<file path="config.mk">
export PLATFORM = sky130hd
export DESIGN_NAME = uart_rx_with_buffer
export DESIGN_NICKNAME = d
export VERILOG_FILES = /design/src/rtl/uart_rx_with_buffer_pkg.sv /design/src/rtl/uart_rx_with_buffer_fifo.sv /design/src/rtl/uart_rx_with_buffer.sv
export SDC_FILE = /design/constraint.sdc
export NUM_CORES = 1
export LEC_CHECK = 0
export CAP_MARGIN = 15
export CORE_ASPECT_RATIO = 1.5
export CORE_MARGIN = 3
export CORE_UTILIZATION = 30
export DETAILED_ROUTE_END_ITERATION = 8
export GPL_ROUTABILITY_DRIVEN = 0
export PLACE_DENSITY = 0.45
export SETUP_SLACK_MARGIN = 0.05
export SYNTH_ARGS = -nofsm -noshare
export SYNTH_HDL_FRONTEND = slang
export SYNTH_SLANG_ARGS = --single-unit
</file>
<file path="constraint.sdc">
create_clock -name clk -period 7.48 [get_ports clk]
set_clock_uncertainty 0.05 [all_clocks]
set_input_delay 1.496 -clock clk [delete_from_list [all_inputs] [get_ports clk]]
set_output_delay 1.496 -clock clk [all_outputs]
set_load 0.1 [all_outputs]
</file>
<file path="src/rtl/uart_rx_with_buffer_pkg.sv">
// Shared FSM state type, default line constants and bit-period helper for the buffered UART receiver.
package uart_pkg;

  typedef enum logic [2:0] {
    IDLE   = 3'd0,
    START  = 3'd1,
    DATA   = 3'd2,
    PARITY = 3'd3,
    STOP   = 3'd4
  } rx_state_e;

  localparam int DEFAULT_CLK_HZ = 100_000_000;
  localparam int DEFAULT_BAUD   = 115_200;

  function automatic int clk_per_bit(input int clk_hz, input int baud);
    return clk_hz / baud;
  endfunction

endpackage

</file>
<file path="src/rtl/uart_rx_with_buffer_fifo.sv">
// Show-ahead byte FIFO with a separately held count; a push into a full FIFO is dropped unless a pop
// frees a slot in the same cycle.
module byte_fifo #(
  parameter int FIFO_DEPTH = 16
) (
  input  logic                          clk,
  input  logic                          rst,
  input  logic                          push_i,
  input  logic [7:0]                    push_data_i,
  input  logic                          pop_i,
  output logic [7:0]                    rd_data_o,
  output logic                          rd_valid_o,
  output logic [$clog2(FIFO_DEPTH):0]   count_o,
  output logic                          overflow_o
);

  localparam int PTR_W = $clog2(FIFO_DEPTH);
  localparam int CNT_W = PTR_W + 1;

  logic [7:0]       mem_q [FIFO_DEPTH];
  logic [PTR_W-1:0] wr_ptr_q, wr_ptr_d, rd_ptr_q, rd_ptr_d;
  logic [CNT_W-1:0] count_q, count_d;
  logic             overflow_q, overflow_d;
  logic             full, pop_ok, push_ok;

  always_comb begin
    full       = (count_q == CNT_W'(FIFO_DEPTH));
    pop_ok     = pop_i && (count_q != '0);
    push_ok    = push_i && (!full || pop_ok);
    overflow_d = push_i && !push_ok;
    wr_ptr_d   = push_ok ? wr_ptr_q + PTR_W'(1) : wr_ptr_q;
    rd_ptr_d   = pop_ok  ? rd_ptr_q + PTR_W'(1) : rd_ptr_q;
    count_d    = count_q;
    if (push_ok && !pop_ok) begin
      count_d = count_q + CNT_W'(1);
    end else if (pop_ok && !push_ok) begin
      count_d = count_q - CNT_W'(1);
    end
  end

  always_ff @(posedge clk or posedge rst) begin
    if (rst) begin
      wr_ptr_q   <= '0;
      rd_ptr_q   <= '0;
      count_q    <= '0;
      overflow_q <= 1'b0;
    end else begin
      wr_ptr_q   <= wr_ptr_d;
      rd_ptr_q   <= rd_ptr_d;
      count_q    <= count_d;
      overflow_q <= overflow_d;
    end
  end

  // Storage is not reset; the head is masked to zero while empty so stale bytes never leak out.
  always_ff @(posedge clk) begin
    if (push_ok) begin
      mem_q[wr_ptr_q] <= push_data_i;
    end
  end

  assign rd_data_o  = (count_q != '0) ? mem_q[rd_ptr_q] : 8'h00;
  assign rd_valid_o = (count_q != '0);
  assign count_o    = count_q;
  assign overflow_o = overflow_q;

endmodule

</file>
<file path="src/rtl/uart_rx_with_buffer.sv">
// 8N1 UART receiver feeding a byte FIFO with a valid/ready pop port.
// Define UART_RX_PARITY_EN to add an even-parity bit and the parity_err pulse output.
module uart_rx_with_buffer
  import uart_pkg::*;
#(
  parameter int CLK_HZ     = DEFAULT_CLK_HZ,
  parameter int BAUD       = DEFAULT_BAUD,
  parameter int FIFO_DEPTH = 16
) (
  input  logic                        clk,
  input  logic                        rst,
  input  logic                        rx,
  output logic [7:0]                  rd_data,
  output logic                        rd_valid,
  input  logic                        rd_ready,
  output logic [$clog2(FIFO_DEPTH):0] fifo_count,
  output logic                        frame_err,
`ifdef UART_RX_PARITY_EN
  output logic                        parity_err,
`endif
  output logic                        overflow
);

  localparam int CLK_PER_BIT = clk_per_bit(CLK_HZ, BAUD);
  localparam int CNT_W       = $clog2(CLK_PER_BIT);
  localparam logic [CNT_W-1:0] HALF_LAST = CNT_W'(CLK_PER_BIT / 2 - 1);
  localparam logic [CNT_W-1:0] BIT_LAST  = CNT_W'(CLK_PER_BIT - 1);

  logic             sync1_q, sync2_q, prev_q, rx_s;
  rx_state_e        state_q, state_d;
  logic [CNT_W-1:0] cnt_q, cnt_d;
  logic [2:0]       bit_idx_q, bit_idx_d;
  logic [7:0]       shreg_q, shreg_d;
  logic             frame_err_q, frame_err_d;
  logic             stop_sample, push;
`ifdef UART_RX_PARITY_EN
  logic             par_bad_q, par_bad_d;
  logic             parity_err_q, parity_err_d;
`endif

  assign rx_s = sync2_q;

  always_ff @(posedge clk or posedge rst) begin
    if (rst) begin
      sync1_q      <= 1'b1;
      sync2_q      <= 1'b1;
      prev_q       <= 1'b1;
      state_q      <= IDLE;
      cnt_q        <= '0;
      bit_idx_q    <= '0;
      shreg_q      <= '0;
      frame_err_q  <= 1'b0;
`ifdef UART_RX_PARITY_EN
      par_bad_q    <= 1'b0;
      parity_err_q <= 1'b0;
`endif
    end else begin
      sync1_q      <= rx;
      sync2_q      <= sync1_q;
      prev_q       <= sync2_q;
      state_q      <= state_d;
      cnt_q        <= cnt_d;
      bit_idx_q    <= bit_idx_d;
      shreg_q      <= shreg_d;
      frame_err_q  <= frame_err_d;
`ifdef UART_RX_PARITY_EN
      par_bad_q    <= par_bad_d;
      parity_err_q <= parity_err_d;
`endif
    end
  end

  // START only checks half a bit in, so every later sample lands mid-bit after a full period.
  always_comb begin
    state_d   = state_q;
    cnt_d     = cnt_q + CNT_W'(1);
    bit_idx_d = bit_idx_q;
    shreg_d   = shreg_q;
`ifdef UART_RX_PARITY_EN
    par_bad_d = par_bad_q;
`endif
    case (state_q)
      IDLE: begin
        cnt_d = '0;
        if (prev_q && !rx_s) state_d = START;
      end
      START: begin
        if (cnt_q == HALF_LAST) begin
          cnt_d     = '0;
          bit_idx_d = '0;
          state_d   = rx_s ? IDLE : DATA;
        end
      end
      DATA: begin
        if (cnt_q == BIT_LAST) begin
          cnt_d     = '0;
          shreg_d   = {rx_s, shreg_q[7:1]};
          bit_idx_d = bit_idx_q + 3'd1;
`ifdef UART_RX_PARITY_EN
          if (bit_idx_q == 3'd7) state_d = PARITY;
`else
          if (bit_idx_q == 3'd7) state_d = STOP;
`endif
        end
      end
`ifdef UART_RX_PARITY_EN
      PARITY: begin
        if (cnt_q == BIT_LAST) begin
          cnt_d     = '0;
          par_bad_d = ^{shreg_q, rx_s};
          state_d   = STOP;
        end
      end
`endif
      STOP: begin
        if (cnt_q == BIT_LAST) begin
          cnt_d   = '0;
          state_d = IDLE;
        end
      end
      default: begin
        cnt_d   = '0;
        state_d = IDLE;
      end
    endcase
  end

  // A low stop bit outranks a parity mismatch; either one drops the byte.
  always_comb begin
    stop_sample  = (state_q == STOP) && (cnt_q == BIT_LAST);
    frame_err_d  = stop_sample && !rx_s;
`ifdef UART_RX_PARITY_EN
    parity_err_d = stop_sample && rx_s && par_bad_q;
    push         = stop_sample && rx_s && !par_bad_q;
`else
    push         = stop_sample && rx_s;
`endif
  end

  byte_fifo #(
    .FIFO_DEPTH(FIFO_DEPTH)
  ) u_fifo (
    .clk        (clk),
    .rst        (rst),
    .push_i     (push),
    .push_data_i(shreg_q),
    .pop_i      (rd_ready),
    .rd_data_o  (rd_data),
    .rd_valid_o (rd_valid),
    .count_o    (fifo_count),
    .overflow_o (overflow)
  );

  assign frame_err = frame_err_q;
`ifdef UART_RX_PARITY_EN
  assign parity_err = parity_err_q;
`endif

endmodule
</file>
==> results of run 1 <==
cell usage after synthesis (3+ instances only):
library cell / number
buf_6: 6
inv_1: 8
and4bb_2: 4
xnor2_1: 11
nor3_1: 8
a21oi_1: 11
nand3_1: 9
nand2_1: 14
mux4_2: 24
dfstp_2: 3
xor2_1: 6
mux2_2: 20
nand4_1: 4
edfxtp_1: 128
mux2i_1: 11
buf_4: 4
and4_2: 4
o21ai_1: 6
o21ai_0: 5
ha_1: 13
buf_2: 3
dfrtp_1: 39
and4b_1: 8
mux4_1: 8
nor2_1: 15
final cells by class:
class	instances	area (um2)	share of cell area, %
sequential	170	4900	59.1
multi-input combinational	210	2160	26.1
clock buffer	18	429	5.18
tap	319	399	4.82
timing repair buffer	22	213	2.57
clock inverter	14	151	1.83
inverter	8	30.0	0.363
stage by stage:
stage / hold slack (ns) / setup WS (ns) / util, % / cell area (um2)
after floorplan: 0.295 / 2.68 / - / 7270
after global placement: 0.299 / 2.44 / 32.4 / 7700
after detailed placement: 0.298 / 2.43 / 32.4 / 7700
after CTS: 0.307 / 1.97 / 34.9 / 8280
after global routing: 0.308 / 1.84 / 34.9 / 8280
final: 0.307 / 2.01 / 34.9 / 8280
sequential cells by signal, indices dropped and copies added, names as in the netlist, 3 cells and up:
name and count:
u_fifo.wr_ptr_q 4, u_fifo.rd_ptr_q 4, bit_idx_q 3, shreg_q 8
state_q 3, cnt_q 10, u_fifo.mem_q 128, u_fifo.count_o 5
critical path: stages, from the launching register on:
cell and delay, ns:
dfrtp_1 0.96, buf_4 0.44, mux4_1 0.59, mux2_2 0.27, o21ai_1 0.14, a21oi_1 0.07, clkdlybuf4s50_1 1.01
layer usage:
metal	vias to the layer above	global-route usage, %	part of all wire (%)
met4	0	3.70	0.89
li1	1671	-	-
met3	11	2.68	2.2
met1	1849	14.9	43
met2	52	22.2	54
met5	-	0	0
logic make-up (layout without fill, tap and decap cells):
group,count (synthesis),count (layout)
muxes,63,63
DFF,170,170
and+or+nand+nor,85,85
AOI/OAI and AO/OA,31,31
adders and majority gates,14,14
buffers and inverters,27,62
xor gates and xnor gates,17,17
worst max path at each step:
stage                                    from         end  slack (ns)  cells after the start
2_1_floorplan   u_fifo.count_o[0]$_DFFE_PP0P_  rd_data[2]        2.68                      5
3_3_place_gp   u_fifo.rd_ptr_q[1]$_DFFE_PP0P_  rd_data[5]        2.44                      6
3_5_place_dp   u_fifo.rd_ptr_q[1]$_DFFE_PP0P_  rd_data[2]        2.43                      6
4_1_cts        u_fifo.rd_ptr_q[1]$_DFFE_PP0P_  rd_data[2]        1.97                      6
5_1_grt        u_fifo.rd_ptr_q[1]$_DFFE_PP0P_  rd_data[2]        1.84                      6
6_report       u_fifo.rd_ptr_q[1]$_DFFE_PP0P_  rd_data[5]        2.01                      6
power by group through the flow:
stage | clock (uW) | combinational (uW) | sequential, uW
6_report | 868 | 42.1 | 1040
4_1_cts | 894 | 43.5 | 1040
3_5_place_dp | 0 | 43.4 | 1060
5_1_grt | 933 | 50.2 | 1040
3_3_place_gp | 0 | 41.8 | 1060
2_1_floorplan | 0 | 36.4 | 1050
==> reports/metrics.cfg, run 1 <==
[floorplanning]
fp.dieArea_um2=26200
core_um2=23700
rows=69
start_util_pct=30.6
die_x_um=133
io_pins=20
dieHeight_um=197

[worst_setup_path]
r2r-start=u_fifo.count_o[0]$_DFFE_PP0P_
cp-start-kind=register
cp_max_fo=19
reg2reg_to=u_fifo.count_o[4]$_DFFE_PP0P_
crit_arrival_ns=3.92
worstSetupEndpointType=output pin
path_class=reg -> out
r2r_slack_ns=3.96
rr_worst_depth=9
cp.required_ns=5.93

[final_layout]
final_common_cell=edfxtp_1
nets=447
mostFrequentLayoutCells=edfxtp_1, dfrtp_1, mux4_2
final_cells=761
antenna_cells=0
drive_gt1_share_pct=21.9
area_growth_pct=14.0
n_fill_cell=2289

[routing]
wire_per_inst_um=20.3
first_pass_iters=4
drt_iter0_markers=234
vias_per_cell=4.71
drc_errors=0
routed_wl_mm=15.4
num_vias=3583
ant_nets=0

[clocking]
holdBufCountCts=0
post-cts-setup-buffers=0
cts_buffers=17
max-clock-path-buffers=2
clk_latency_ns=0.42
cts_tree=built
cts.clk_slew.worst_paths_ns=0.06
cts-root-buf=clkbuf_16
h-tree-depth=4
cts_resized=0
clock_sinks=170

[place]
dp_cells=729
port_buffers=19
hpwl_mm=10.4

[global_route]
grt_util_all_layers_pct=12.3
antenna_found_initial=0
grt-ovfl-total=0
grt_pass1_wl_mm=23.7
grt_pass1_vias=3804
grt_max_degree=43

[pwr]
p_int_uw=1510
seq_power_share_pct=53.3
power_uw=1950
power.share.clock_pct=44.5
switchingPower_uw=439
swShare_pct=22.5
power_density_nw_per_um2=235
ir_worst_vdd_mv=0.145
leakage_uw=0.00320
combPwrFrac_pct=2.2

[sta]
period_share_pct=73.1
max_freq_mhz=183
worst_pin_slew_ns=0.989
slew_violations=0
finalSetupViolations=0
hold_viol_final=0
relSlewSlack_pct=33.8
setup_tns_ns=0
rsz0062_at_grt=false
fin_crit_ns=5.47

[yosys]
yosysUniqueCellTypes=54
synth_top_family_by_area=multiplexers
syn_inst=407
yosys_warnings=0
synth-compound-area-share_pct=2.60
syn_area_um2=7270
yosysTopAreaCell=edfxtp_1
syn_avg_cell_area_um2=17.9
synthAdderAreaFrac_pct=2.51
synthMuxAreaShare_pct=14.9
synth_top_area_share_pct=52.9
synth_edf_count=128
syn_nets=425
synthTopCellsByArea=edfxtp_1, dfrtp_1, mux4_2
yosys_most_used_dff=edfxtp_1
ys_seq_area_share_pct=67.4
async_flop_share_pct=24.7
yosys_register_bits=170
synth-xor-area-share_pct=2.05
synth_simple_gate_area_share_pct=7.64

[min_path]
hold_path_end=rx_s$_DFF_PP1_
hp-class=reg -> reg
hp-start=sync1_q$_DFF_PP1_
hold_depth=0

[job]
maxCapViolCount=0

[run_status]
status=finished clean

Note: power is estimated with default switching activity, not from simulation.
==> run 2: changes to the inputs <==
==> constraint.sdc (replaced) <==
create_clock -name clk -period 5.4 [get_ports clk]
set_clock_uncertainty 0.05 [all_clocks]
set_input_delay 1.08 -clock clk [delete_from_list [all_inputs] [get_ports clk]]
set_output_delay 1.08 -clock clk [all_outputs]
set_load 0.1 [all_outputs]
==> run 2 against run 1 <==
  * Design area is 0.42% higher
  * Critical path depth unchanged
  * Register-to-register slack got worse by 2.1 ns
  * Clock power increased by 51%
  * Clock-buffer cell count is the same
  * Core utilization grew 0.15 points
  * Worst setup slack worse by 0.60 ns
  * Non-clock buffer count unchanged
  * Sequential share of layout area shrank 0.25 points
  * Via count is 0.14% higher
  * Global-route usage shrank 0.13 points
  * Critical path type unchanged
  * Largest cell class unchanged
==> reports/metrics.cfg, run 2 (same netlist as run 1, synthesis figures left out) <==
[run_status]
status=finished clean

[clocking]
max-clock-path-buffers=2
post-cts-setup-buffers=0
holdBufCountCts=0
cts.clk_slew.worst_paths_ns=0.07
h-tree-depth=4
clk_latency_ns=0.42
cts_tree=built
cts-root-buf=clkbuf_16
clock_sinks=170
cts_resized=0
cts_buffers=17

[pwr]
switchingPower_uw=584
seq_power_share_pct=51.4
power.share.clock_pct=46.6
power_uw=2810
leakage_uw=0.00323
ir_worst_vdd_mv=0.180
power_density_nw_per_um2=337
swShare_pct=20.8
combPwrFrac_pct=2.0
p_int_uw=2220

[sta]
fin_ws_ns=1.41
hold_viol_final=0
slew_violations=0
rsz0062_at_grt=false
max_freq_mhz=251
finalSetupViolations=0
worst_pin_slew_ns=0.976
setup_tns_ns=0
fin_crit_ns=3.99
period_share_pct=73.9
relSlewSlack_pct=34.8

[final_layout]
nets=447
antenna_cells=0
area_growth_pct=14.5
largest_reg_flops=128
final_common_cell=edfxtp_1
n_fill_cell=2267
mostFrequentLayoutCells=edfxtp_1, dfrtp_1, mux4_2
reg_top3=u_fifo.mem_q x128, cnt_q x10, shreg_q x8
final_cells=761
fin_util_pct=35.0
top_register=u_fifo.mem_q
drive_gt1_share_pct=23.8

[floorplanning]
fp.dieArea_um2=26200
die_x_um=133
start_util_pct=30.6
dieHeight_um=197
core_um2=23700
io_pins=20
rows=69

[worst_setup_path]
startpoint=u_fifo.rd_ptr_q[1]$_DFFE_PP0P_
rr_worst_depth=9
path_class=reg -> out
cp.required_ns=4.27
r2r-start=cnt_q[4]$_DFF_PP0_
r2r_slack_ns=1.89
cp_max_fo=32
crit_arrival_ns=2.86
worstSetupEndpointType=output pin
reg2reg_to=u_fifo.count_o[4]$_DFFE_PP0P_
crit_end=rd_data[7]
cp-start-kind=register

[global_route]
grt_max_degree=43
grt_pass1_wl_mm=23.8
grt_util_all_layers_pct=12.2
grt_pass1_vias=3965
antenna_found_initial=0
grt-ovfl-total=0

[routing]
wire_per_inst_um=19.9
routed_wl_mm=15.1
num_vias=3588
drc_errors=0
vias_per_cell=4.71
first_pass_iters=4
ant_nets=0
drt_iter0_markers=248

[place]
dp_cells=729
hpwl_mm=9.98
post-place-ws_ns=1.16
port_buffers=19

[job]
maxCapViolCount=0

[min_path]
hp-class=reg -> reg

[run 2: cell count changes in the layout (fill, tap and decap cells not counted), sizes merged]
cell | before | now
buf | 3 | 11
bufinv | 1 | 4
clkdlybuf4s50 | 19 | 11
clkinv | 4 | 1
clkinvlp | 1 | 3
inv | 16 | 14
[run 2: through the flow]
step	hold WS [ns]	area, um2
finish	0.308	8320
global placement	0.300	7680
global route	0.312	8320
floorplan	0.295	7270
detailed placement	0.301	7680
CTS	0.311	8320
[run 2: critical path, cell delays in order (launching register included)]
cell and delay [ns]:
dfrtp_1 0.40, buf_4 0.50, mux4_1 0.69, mux2_2 0.31, o21ai_1 0.12, a21oi_1 0.08, buf_4 0.29
[run 2: cell type report]
type	count	area (um2)	area share, %
clock inverters	14	206	2.48
inverters	8	30.0	0.361
flip-flops and latches	170	4900	58.9
clock buffers	18	429	5.16
multi-input cells	210	2160	26.0
well taps	319	399	4.80
repair buffers	22	193	2.32
[run 2: worst min path at each step]
stage	slack (ns)	startpoint	to	depth (start not counted)
global placement	0.30	sync1_q$_DFF_PP1_	rx_s$_DFF_PP1_	0
finish	0.31	sync1_q$_DFF_PP1_	rx_s$_DFF_PP1_	0
detailed placement	0.30	sync1_q$_DFF_PP1_	rx_s$_DFF_PP1_	0
CTS	0.31	sync1_q$_DFF_PP1_	rx_s$_DFF_PP1_	0
floorplan	0.30	sync1_q$_DFF_PP1_	rx_s$_DFF_PP1_	0
global route	0.31	sync1_q$_DFF_PP1_	rx_s$_DFF_PP1_	0
[run 2: routing by layer]
layer / track usage [%] / part of all wire (%)
met1: 13.9 / 40
met2: 22.4 / 56
met3: 2.81 / 2.9
met4: 4.16 / 1.0
met5: 0 / 0
[run 2: power by group through the flow]
stage | combinational (uW) | clock (uW) | sequential, uW
floorplan | 50.5 | 0 | 1460
global placement | 56.9 | 0 | 1470
detailed placement | 58.4 | 0 | 1470
CTS | 58.6 | 1350 | 1440
global route | 68.0 | 1400 | 1450
finish | 56.4 | 1310 | 1440
